**src/rtl/gate_pkg.sv**
```systemverilog
// Shared opcode definitions for the gate unit pipeline.
package gate_pkg;

    localparam int OP_W = 3;

    // Bitwise operation encoding. Each operation is applied across the full operand width.
    localparam logic [OP_W-1:0] OP_AND  = 3'd0;
    localparam logic [OP_W-1:0] OP_OR   = 3'd1;
    localparam logic [OP_W-1:0] OP_XOR  = 3'd2;
    localparam logic [OP_W-1:0] OP_XNOR = 3'd3;
    localparam logic [OP_W-1:0] OP_NAND = 3'd4;
    localparam logic [OP_W-1:0] OP_NOR  = 3'd5;
    localparam logic [OP_W-1:0] OP_NOTA = 3'd6;
    localparam logic [OP_W-1:0] OP_NOTB = 3'd7;

endpackage

```
**src/rtl/gate_func.sv**
```systemverilog
// Combinational bitwise operation select: f = op(x, y).
module gate_func
    import gate_pkg::*;
#(
    parameter int WIDTH = 8
) (
    input  logic [OP_W-1:0]  op,
    input  logic [WIDTH-1:0] x,
    input  logic [WIDTH-1:0] y,
    output logic [WIDTH-1:0] f
);

    // Decode the opcode into one bitwise function of x and y.
    always_comb begin
        f = '0;
        case (op)
            OP_AND:  f = x & y;
            OP_OR:   f = x | y;
            OP_XOR:  f = x ^ y;
            OP_XNOR: f = ~(x ^ y);
            OP_NAND: f = ~(x & y);
            OP_NOR:  f = ~(x | y);
            OP_NOTA: f = ~x;
            OP_NOTB: f = ~y;
            default: f = '0;
        endcase
    end

endmodule

```
**src/rtl/gate_unit_pipe.sv**
```systemverilog
// Single-stage registered bitwise ALU with an accumulator, result flags and a
// saturating count of completed output handshakes.
module gate_unit_pipe
    import gate_pkg::*;
#(
    parameter int WIDTH = 8,
    parameter int CNT_W = 16
) (
    input  logic             clk,
    input  logic             rst,
    input  logic             in_valid,
    output logic             in_ready,
    input  logic [OP_W-1:0]  op,
    input  logic             acc_en,
    input  logic             acc_clr,
    input  logic [WIDTH-1:0] a,
    input  logic [WIDTH-1:0] b,
    output logic             out_valid,
    input  logic             out_ready,
    output logic [WIDTH-1:0] result,
    output logic             zero,
    output logic             ones,
    output logic             parity,
    output logic [CNT_W-1:0] op_count
);

    localparam logic [CNT_W-1:0] CNT_MAX = {CNT_W{1'b1}};

    logic             out_valid_q, out_valid_d;
    logic [WIDTH-1:0] result_q, result_d;
    logic             zero_q, zero_d;
    logic             ones_q, ones_d;
    logic             parity_q, parity_d;
    logic [WIDTH-1:0] acc_q, acc_d;
    logic [CNT_W-1:0] op_count_q, op_count_d;

    logic             accept;
    logic             out_hs;
    logic [WIDTH-1:0] first_op;
    logic [WIDTH-1:0] func_out;

    // The output register may be overwritten whenever it is empty or being drained this cycle.
    assign in_ready = !out_valid_q || out_ready;
    assign accept   = in_valid && in_ready;
    assign out_hs   = out_valid_q && out_ready;

    // A clear that arrives with an operand forces the first operand to zero, even when the accumulator is selected.
    assign first_op = acc_clr ? '0 : (acc_en ? acc_q : a);

    gate_func #(.WIDTH(WIDTH)) u_func (
        .op (op),
        .x  (first_op),
        .y  (b),
        .f  (func_out)
    );

    // Next-state for the output stage, accumulator and handshake counter.
    always_comb begin
        out_valid_d = out_valid_q;
        result_d    = result_q;
        zero_d      = zero_q;
        ones_d      = ones_q;
        parity_d    = parity_q;
        acc_d       = acc_q;
        op_count_d  = op_count_q;

        if (accept) begin
            out_valid_d = 1'b1;
            result_d    = func_out;
            zero_d      = (func_out == '0);
            ones_d      = (func_out == {WIDTH{1'b1}});
            parity_d    = ^func_out;
            acc_d       = func_out;
        end else begin
            if (out_hs)  out_valid_d = 1'b0;
            if (acc_clr) acc_d       = '0;
        end

        if (out_hs && (op_count_q != CNT_MAX))
            op_count_d = op_count_q + 1'b1;
    end

    // State register with synchronous reset; zero flag resets high to match the cleared result.
    always_ff @(posedge clk) begin
        if (rst) begin
            out_valid_q <= 1'b0;
            result_q    <= '0;
            zero_q      <= 1'b1;
            ones_q      <= 1'b0;
            parity_q    <= 1'b0;
            acc_q       <= '0;
            op_count_q  <= '0;
        end else begin
            out_valid_q <= out_valid_d;
            result_q    <= result_d;
            zero_q      <= zero_d;
            ones_q      <= ones_d;
            parity_q    <= parity_d;
            acc_q       <= acc_d;
            op_count_q  <= op_count_d;
        end
    end

    assign out_valid = out_valid_q;
    assign result    = result_q;
    assign zero      = zero_q;
    assign ones      = ones_q;
    assign parity    = parity_q;
    assign op_count  = op_count_q;

endmodule

```
**config.mk**
```make
export PLATFORM = sky130hd
export DESIGN_NAME = gate_unit_pipe
export DESIGN_NICKNAME = d
export VERILOG_FILES = /design/src/rtl/gate_pkg.sv /design/src/rtl/gate_func.sv /design/src/rtl/gate_unit_pipe.sv
export SDC_FILE = /design/constraint.sdc
export NUM_CORES = 1
export LEC_CHECK = 0
export BUFFER_PORTS_ARGS = -buffer_cell sky130_fd_sc_hd__buf_4
export CORE_ASPECT_RATIO = 0.5
export CORE_MARGIN = 2
export CORE_UTILIZATION = 56
export DETAILED_ROUTE_END_ITERATION = 10
export GPL_TIMING_DRIVEN = 0
export HOLD_SLACK_MARGIN = 0.12
export PLACE_DENSITY = 0.84
export SYNTH_ARGS = -nofsm -noshare
export SYNTH_HDL_FRONTEND = slang
export SYNTH_SLANG_ARGS = --single-unit
```
**constraint.sdc**
```tcl
create_clock -name clk -period 2.82 [get_ports clk]
set_clock_uncertainty 0.05 [all_clocks]
set_input_delay 0.141 -clock clk [delete_from_list [all_inputs] [get_ports clk]]
set_output_delay 0.141 -clock clk [all_outputs]
set_load 0.05 [all_outputs]
```
==> results of run 1 <==
[what timing repair did]
| item | CTS | global route |
|---|---|---|
| hold buffers | 1 | 0 |
| setup endpoints to repair | 1 | 1 |
| endpoints found under the hold margin | 1 | 0 |
| gates resized for setup | 1 | 12 |
| pin swaps | 0 | 2 |
[per-layer routing]
metal / routed length (µm) / global-route usage / vias to the layer above / part of all wire
li1: - / - / 1432 / -
met1: 3440 / 0.347 / 1416 / 0.44
met2: 3790 / 0.512 / 130 / 0.48
met3: 508 / 0.0476 / 15 / 0.065
met4: 117 / 0.0743 / 0 / 0.015
met5: 0 / 0 / - / 0
[sequential cells by signal (all words and copies together) (netlist names)]
register	cells
zero	1
ones	1
out_valid	1
result	8
parity	1
op_count	16
acc_q	8
[cell type report]
cell class	instances	area, µm²	area share
clock inverter	2	10.0	0.00288
inverter	23	86.3	0.0248
clock buffer	6	82.6	0.0237
tap	70	87.6	0.0252
sequential	36	721	0.207
buffer	18	78.8	0.0227
multi-input combinational	281	2010	0.578
timing repair buffer	53	400	0.115
[worst min path at each step]
stage	slack [ns]	end	cells after the start
floorplan	0.22	out_valid	2
global placement	0.38	acc_q[4]	2
detailed placement	0.39	out_valid	3
CTS	0.16	acc_q[0]	4
global route	0.22	acc_q[4]	4
finish	0.18	acc_q[0]	4
[logic make-up (layout without fill, tap and decap cells)]
logic type / Yosys count / in the layout
AOI/OAI and AO/OA: 89 / 89
muxes: 19 / 19
DFF: 36 / 36
adders and majority gates: 25 / 25
and+or+nand+nor: 144 / 144
xor gates and xnor gates: 4 / 4
buffers and inverters: 41 / 102
[worst min-delay path, stage by stage]
cell and delay (ns):
buf_4 0.11, a211oi_2 0.09, nand2_1 0.07, o21ai_0 0.06
[power by group through the flow]
stage          Combinational [mW]  Clock (mW)  Sequential, mW
2_1_floorplan               0.240           0           0.623
4_1_cts                     0.435       0.387           0.552
3_5_place_dp                0.431           0           0.563
6_report                    0.464       0.378           0.553
5_1_grt                     0.505       0.405           0.556
3_3_place_gp                0.414           0           0.562
[synth_stat cells (all sizes together) (9+ instances only)]
cell type	number	area, µm²
nand2	40	150
dfxtp	36	721
ha	25	313
inv	23	86.3
nand3	18	95.1
o21ai	18	90.1
a21oi	17	85.1
nor2	14	52.6
o21a	12	90.1
or3	12	80.1
buf	10	48.8
mux2i	10	100
o31ai	10	75.1
mux2	9	101
nand2b	9	56.3
or2	9	56.3
or4	9	67.6
==> results_dict.tcl, run 1 <==
set metrics [dict create \
    postRouteAntennaNets 0 \
    drc 0 \
    pwr-share-clk 0.271 \
    cts_inserted_buffers 5 \
    worst_pin_slew_ns 0.548 \
    clk_latency_ns 0.29 \
    max-slew-margin-rel 0.634 \
    status "finished clean" \
    fin_nets 468 \
    grt_pass1_vias 2668 \
    hold_viol 0 \
    finalCritPeriodShare 0.955 \
    swShare 0.339 \
    synth-simple-area-share 0.278 \
    irDropWorstVdd_v 0.000247 \
    pwr_density_cell_nw_per_um2 401 \
    async_flop_share 0 \
    grt_overflow 0 \
    diodes 0 \
    grt_pass1_wl_mm 12.4 \
    worstReg2RegStart "acc_q[3]" \
    clockBufferDepth 2 \
    drv_cap 0 \
    root_buffer "clkbuf_8" \
    initial_core_util 0.578 \
    port_buffers 52 \
    rows 18 \
    internal_power_uw 921 \
    path_max_fanout 4 \
    pwr-share-seq 0.396 \
    rsz0062_at_grt "false" \
    crit_required_ns 2.98 \
    cts_tree "yes" \
    wl_per_cell_um 16.1 \
    worstPathArrival_ns 2.86 \
    crit_chain "mux2i_1 -> nor2_1 -> inv_1 -> ha_1 -> mux2_2 -> o22ai_2 -> o21ai_0 -> ha_1 -> xnor2_1 -> xnor2_1 -> a211oi_1" \
    power.leakage_nw 1.52 \
    cp_slowest_cell "dfxtp_1" \
    avgViaCountPerCell 6.12 \
    syn_area_um2 2830 \
    core_um2 4890 \
    power_mw 1.40 \
    finalSetupViolations 0 \
    yosysSeqAreaShare 0.255 \
    place_inst 480 \
    synth_top_family_by_area "simple AND/OR/NAND/NOR gates" \
    hold_slack_ns 0.180 \
    path_delay_family "adder cells" \
    grt_max_degree 12 \
    worstSetupStartpointType "register" \
    via_count 2993 \
    synthAdderAreaFrac 0.111 \
    hold_path_class "primary input to register" \
    finalNonFillerCells 489 \
    crit_path_end "parity" \
    r2r_slack_ns 0.13 \
    stdcell_area_um2 3480 \
    synth_edf_count 0 \
    drt_wl_total_mm 7.85 \
    final_util 0.712 \
    synth.avg_cell_area_um2 7.89 \
    crit_buf_inv 1 \
    grt.total_usage 0.277 \
    min_period_ns 2.69 \
    crit_cells 11 \
    worstHoldStart "rst" \
    critPathLaunch "acc_q[3]" \
    fin_ws_ns 0.126 \
    area_delta_synth_final_pct 23.1 \
    first_pass_iters 4 \
    synthFlopType "dfxtp_1" \
    drtIter0Drc 186 \
    pre_cts_ws_ns -0.129 \
    drive_gt1_frac 0.246 \
    antenna_found_initial 0 \
    synthesis.nets 408 \
    die_h_um 54.2 \
    netlist-cell-type-count 50 \
    postCtsSetupBuffers 0 \
    ios 54 \
    worstRegToRegCells 11 \
    hpwl_mm 6.01 \
    cp-end-kind "register" \
    p_comb_frac 0.332 \
    syn_inst 358 \
    p_switching_uw 474 \
    slew_violations 0 \
    placed_area_um2 3300 \
    path_clk_slew_ns 0.07 \
    layout_commonest_cell "buf_4" \
    mostFrequentLayoutCells "buf_4, nand2_1, dfxtp_1" \
    die_width_um 104 \
    dieArea_um2 5660 \
    fmax_mhz 371 \
    timing_worst_setup_path_type "register to register" \
    htreeDepth 2 \
    synth_mux_area_frac 0.0713 \
    cts.sinks 36 \
    fin_setup_tns_ns 0 \
    rr_endpoint "parity" \
    synth_compound_area_frac 0.214 \
    slowest_delay_ns 0.34 \
    synthXorXnorAreaFrac 0.0124 \
    globalplace.congestion 0.869 \
    yosys_register_bits 36 \
    fillers 400 \
    ys.warnings.count 0 \
]
No activity file was read; power rests on OpenSTA's default activity.
==> run 2: changes to the inputs <==
--- a/config.mk
+++ b/config.mk
@@ -8,11 +8,11 @@
 export BUFFER_PORTS_ARGS = -buffer_cell sky130_fd_sc_hd__buf_4
 export CORE_ASPECT_RATIO = 0.5
 export CORE_MARGIN = 2
-export CORE_UTILIZATION = 56
+export CORE_UTILIZATION = 48
 export DETAILED_ROUTE_END_ITERATION = 10
 export GPL_TIMING_DRIVEN = 0
 export HOLD_SLACK_MARGIN = 0.12
-export PLACE_DENSITY = 0.84
+export PLACE_DENSITY = 0.74
 export SYNTH_ARGS = -nofsm -noshare
 export SYNTH_HDL_FRONTEND = slang
 export SYNTH_SLANG_ARGS = --single-unit
==> run 2 against run 1 <==
Against the previous run:
- non-clock buffer count is the same
- worst hold slack improved by 0.023 ns
- final area increased by 1.1%
- core utilization down 8.2 points
- first-iteration DRC count grew 45%
- via count fell by 2.9%
- register-to-register slack is essentially flat
- total power increased by 11%
- clock power grew 44%
- maximum frequency down 0.28%
- critical path depth stayed put
- sequential share of layout area down 0.22 points
- largest power group unchanged
- highest routed layer unchanged
==> results_dict.tcl, run 2 (synthesis gave the netlist of run 1 again) <==
set metrics [dict create \
    first_pass_iters 5 \
    wl_per_cell_um 15.4 \
    initial_core_util 0.506 \
    avgViaCountPerCell 5.91 \
    grt_max_degree 11 \
    crit_required_ns 2.96 \
    antenna_found_initial 0 \
    via_count 2906 \
    finalNonFillerCells 492 \
    min_period_ns 2.70 \
    power_mw 1.55 \
    cts.sinks 36 \
    core_um2 5590 \
    irDropWorstVdd_v 0.000353 \
    cts_tree "yes" \
    hpwl_mm 5.95 \
    fmax_mhz 370 \
    status "finished clean" \
    cp-end-kind "register" \
    layout_commonest_cell "buf_4" \
    area_delta_synth_final_pct 24.4 \
    fin_nets 468 \
    die_width_um 112 \
    finalSetupViolations 0 \
    htreeDepth 2 \
    path_max_fanout 4 \
    power.leakage_nw 1.54 \
    drtIter0Drc 270 \
    multi_input_area_um2 1990 \
    drc 0 \
    hold_viol 0 \
    cts_inserted_buffers 5 \
    drt_wl_total_mm 7.57 \
    pwr_density_cell_nw_per_um2 440 \
    globalplace.congestion 0.880 \
    grt.total_usage 0.236 \
    clk_latency_ns 0.28 \
    grt_pass1_vias 2636 \
    regArea_um2 721 \
    worst_pin_slew_ns 0.588 \
    fin_ws_ns 0.118 \
    rsz0062_at_grt "false" \
    fillers 471 \
    stdcell_area_um2 3520 \
    pre_cts_ws_ns -0.161 \
    root_buffer "clkbuf_16" \
    final_util 0.629 \
    rows 19 \
    ios 54 \
    diodes 0 \
    grt_pass1_wl_mm 12.6 \
    placed_area_um2 3310 \
    dieArea_um2 6550 \
    finalCritPeriodShare 0.958 \
    worstPathArrival_ns 2.84 \
    postRouteAntennaNets 0 \
    worstSetupStartpointType "register" \
    largest_register_ffs 16 \
    timing_worst_setup_path_type "register to register" \
    postCtsSetupBuffers 0 \
    max-slew-margin-rel 0.607 \
    path_clk_slew_ns 0.05 \
    clockBufferDepth 2 \
    drive_gt1_frac 0.236 \
    port_buffers 52 \
    place_inst 483 \
    grt_overflow 0 \
    drv_cap 0 \
    hold_path_class "primary input to register" \
    slew_violations 0 \
    mostFrequentLayoutCells "buf_4, nand2_1, dfxtp_1" \
    die_h_um 58.3 \
]
==> run 2: timing repair <==
action | CTS | global route
endpoints found under the hold margin | 1 | 0
gates resized for setup | 1 | 11
hold buffers | 1 | 0
cloned | 0 | 0
setup endpoints to repair | 1 | 1
==> run 2: area by class of cell <==
cell class	count	share of cell area
buffer	18	0.0224
timing repair buffer	53	0.114
multi-input combinational	281	0.567
clock buffer	8	0.0416
inverter	23	0.0246
sequential	36	0.205
tap	73	0.0260
==> run 2: final timing paths <==
kind | startpoint | to | slack [ns] | cells past startpoint
setup reg to reg | acc_q[0] | parity | 0.12 | 11
setup / recovery | acc_q[0] | parity | 0.12 | 11
hold / removal | rst | acc_q[4] | 0.20 | 4
hold reg to reg | acc_q[4] | acc_q[4] | 0.43 | 2
==> run 2: power by group <==
group,switching (mW),total [mW],internal (mW),leakage (nW)
Sequential,0.0163,0.553,0.537,0.294
Combinational,0.265,0.446,0.181,1.17
Clock,0.194,0.546,0.352,0.0712
Total,0.476,1.55,1.07,1.54
==> run 2: metal layers <==
layer / up-vias / part of all wire / global-route usage
li1: 1439 / - / -
met1: 1361 / 0.49 / 0.327
met2: 98 / 0.44 / 0.393
met3: 8 / 0.058 / 0.0356
met4: 0 / 0.0083 / 0.0557
met5: - / 0 / 0
==> run 2: worst max-delay path: stages, from the launching register on <==
cell and delay [ns]:
dfxtp_1 0.31, mux2i_2 0.21, or2_2 0.17, inv_1 0.04, ha_1 0.16, nor2b_1 0.15
o311a_1 0.43, or2_2 0.30, ha_1 0.29, xnor2_1 0.18, xnor2_1 0.11, a211oi_1 0.23
==> run 2: stage by stage <==
step           setup TNS [ns]  hold WS, ns
4_1_cts                     0        0.199
3_5_place_dp           -0.161        0.396
3_3_place_gp          -0.0869        0.384
2_1_floorplan               0        0.220
5_1_grt                     0        0.235
6_report                    0        0.202
==> run 3: changes to the inputs <==
--- a/config.mk
+++ b/config.mk
@@ -6,13 +6,12 @@
 export NUM_CORES = 1
 export LEC_CHECK = 0
 export BUFFER_PORTS_ARGS = -buffer_cell sky130_fd_sc_hd__buf_4
-export CORE_ASPECT_RATIO = 0.5
 export CORE_MARGIN = 2
-export CORE_UTILIZATION = 48
+export CORE_UTILIZATION = 30
 export DETAILED_ROUTE_END_ITERATION = 10
 export GPL_TIMING_DRIVEN = 0
 export HOLD_SLACK_MARGIN = 0.12
-export PLACE_DENSITY = 0.74
+export PLACE_DENSITY = 0.52
 export SYNTH_ARGS = -nofsm -noshare
 export SYNTH_HDL_FRONTEND = slang
 export SYNTH_SLANG_ARGS = --single-unit
==> run 3 against run 2 <==
Against the previous run:
- first-iteration DRC count fell by 53%
- combinational power down 0.9%
- total power fell by 5.6%
- sequential share of layout area is the same
- final area did not move
- setup slack better by 0.056 ns
- sequential cell count unchanged
- cell count grew 7.7%
- via count down 4.3%
- register-to-register slack improved by 0.06 ns
==> results_dict.tcl, run 3 (synthesis gave the netlist of run 1 again) <==
set metrics [dict create \
    r2r_slack_ns 0.17 \
    crit_buf_inv 0 \
    htreeDepth 2 \
    mostFrequentLayoutCells "buf_4, nand2_1, dfxtp_1" \
    cts.sinks 36 \
    via_count 2782 \
    regArea_um2 721 \
    drive_gt1_frac 0.234 \
    hold_path_class "primary input to register" \
    port_buffers 52 \
    path_delay_family "compound AO/OA/AOI/OAI gates" \
    slew_violations 0 \
    finalSetupViolations 0 \
    grt.total_usage 0.160 \
    drv_cap 0 \
    fin_setup_tns_ns 0 \
    postCtsSetupBuffers 0 \
    drc 0 \
    layout_commonest_cell "buf_4" \
    multi_input_area_um2 1980 \
    irDropWorstVdd_v 0.000129 \
    path_max_fanout 3 \
    power.leakage_nw 1.52 \
    fillers 971 \
    fin_ws_ns 0.175 \
    drtIter0Drc 128 \
    root_buffer "clkbuf_8" \
    wl_per_cell_um 15.0 \
    met1_usage 0.209 \
    dieArea_um2 10200 \
    clk_latency_ns 0.30 \
    first_pass_iters 4 \
    finalNonFillerCells 530 \
    cts_inserted_buffers 5 \
    worstPathArrival_ns 2.80 \
    slowest_delay_ns 0.36 \
    timing_worst_setup_path_type "register to register" \
    status "finished clean" \
    grt_pass1_wl_mm 12.9 \
    die_width_um 101 \
    rsz0062_at_grt "false" \
    worst_pin_slew_ns 0.659 \
    grt_overflow 0 \
    globalplace.congestion 0.814 \
    hold_viol 0 \
    cp_slowest_cell "dfxtp_1" \
    diodes 0 \
    path_clk_slew_ns 0.08 \
    initial_core_util 0.307 \
    cts_tree "yes" \
    cp-end-kind "register" \
    place_inst 521 \
    crit_chain "mux2i_1 -> or2_2 -> ha_1 -> a211o_1 -> o22ai_1 -> or2_2 -> ha_1 -> xnor2_1 -> xnor2_1 -> a211oi_1" \
    hold_slack_ns 0.185 \
    grt_max_degree 13 \
    drt_wl_total_mm 7.97 \
    clockBufferDepth 2 \
    grt_pass1_vias 2592 \
    crit_required_ns 2.98 \
    fin_nets 468 \
    worstRegToRegCells 10 \
    finalCritPeriodShare 0.938 \
    crit_cells 10 \
    pwr_density_cell_nw_per_um2 415 \
    rows 35 \
    worstSetupStartpointType "register" \
    met2_usage 0.267 \
    max-slew-margin-rel 0.560 \
    die_h_um 101 \
    area_delta_synth_final_pct 24.4 \
    min_period_ns 2.65 \
    ios 54 \
    core_um2 9200 \
    met3_usage 0.0229 \
    avgViaCountPerCell 5.25 \
    antenna_found_initial 0 \
    largest_register_ffs 16 \
    fmax_mhz 378 \
    busiest_layer "met2" \
    hpwl_mm 6.37 \
    postRouteAntennaNets 0 \
    pre_cts_ws_ns -0.124 \
    whs_path_depth 4 \
]
-- run 3: timing repair --
action                                  4_1_cts  5_1_grt
endpoints found under the setup margin        0        1
gates resized for setup                       0        8
hold buffers                                  1        0
endpoints found under the hold margin         1        0
-- run 3: area by class of cell --
class | instances | share of cell area
repair buffers | 53 | 0.114
flip-flops and latches | 36 | 0.205
well taps | 111 | 0.0395
multi-input cells | 281 | 0.563
clock buffers | 5 | 0.0196
clock inverters | 3 | 0.0121
plain buffers | 18 | 0.0224
inverters | 23 | 0.0246
-- run 3: per-layer routing --
layer	share of wire	vias to the layer above
met1	0.47	1256
met2	0.47	79
met3	0.042	16
met4	0.023	0
met5	0	-
li1	-	1431
-- run 3: path summary, 6_finish.rpt --
check           start       end
min               rst  acc_q[4]
max reg2reg  acc_q[0]    parity
max          acc_q[0]    parity
min reg2reg  acc_q[2]  acc_q[2]
-- run 3: worst reg2reg max path, stage by stage (launching register included) --
cell      delay, ns
dfxtp_1        0.36
mux2i_1        0.10
or2_2          0.31
ha_1           0.30
a211o_1        0.30
o22ai_1        0.27
or2_2          0.17
ha_1           0.22
xnor2_1        0.18
xnor2_1        0.10
a211oi_1       0.21
-- run 3: power breakdown --
| group | total (mW) | switching (mW) | internal [mW] | leakage, nW |
|---|---|---|---|---|
| registers | 0.553 | 0.0174 | 0.536 | 0.294 |
| logic | 0.442 | 0.262 | 0.180 | 1.17 |
| clock network | 0.463 | 0.202 | 0.262 | 0.0541 |
-- run 3: stage by stage --
step           power (mW)  utilization  instance area, µm²
5_1_grt              1.54        0.382                3520
6_report             1.46        0.382                3520
4_1_cts              1.46        0.378                3480
3_5_place_dp        0.995        0.365                3350
2_1_floorplan       0.863            -                2830
3_3_place_gp        0.990        0.365                3350
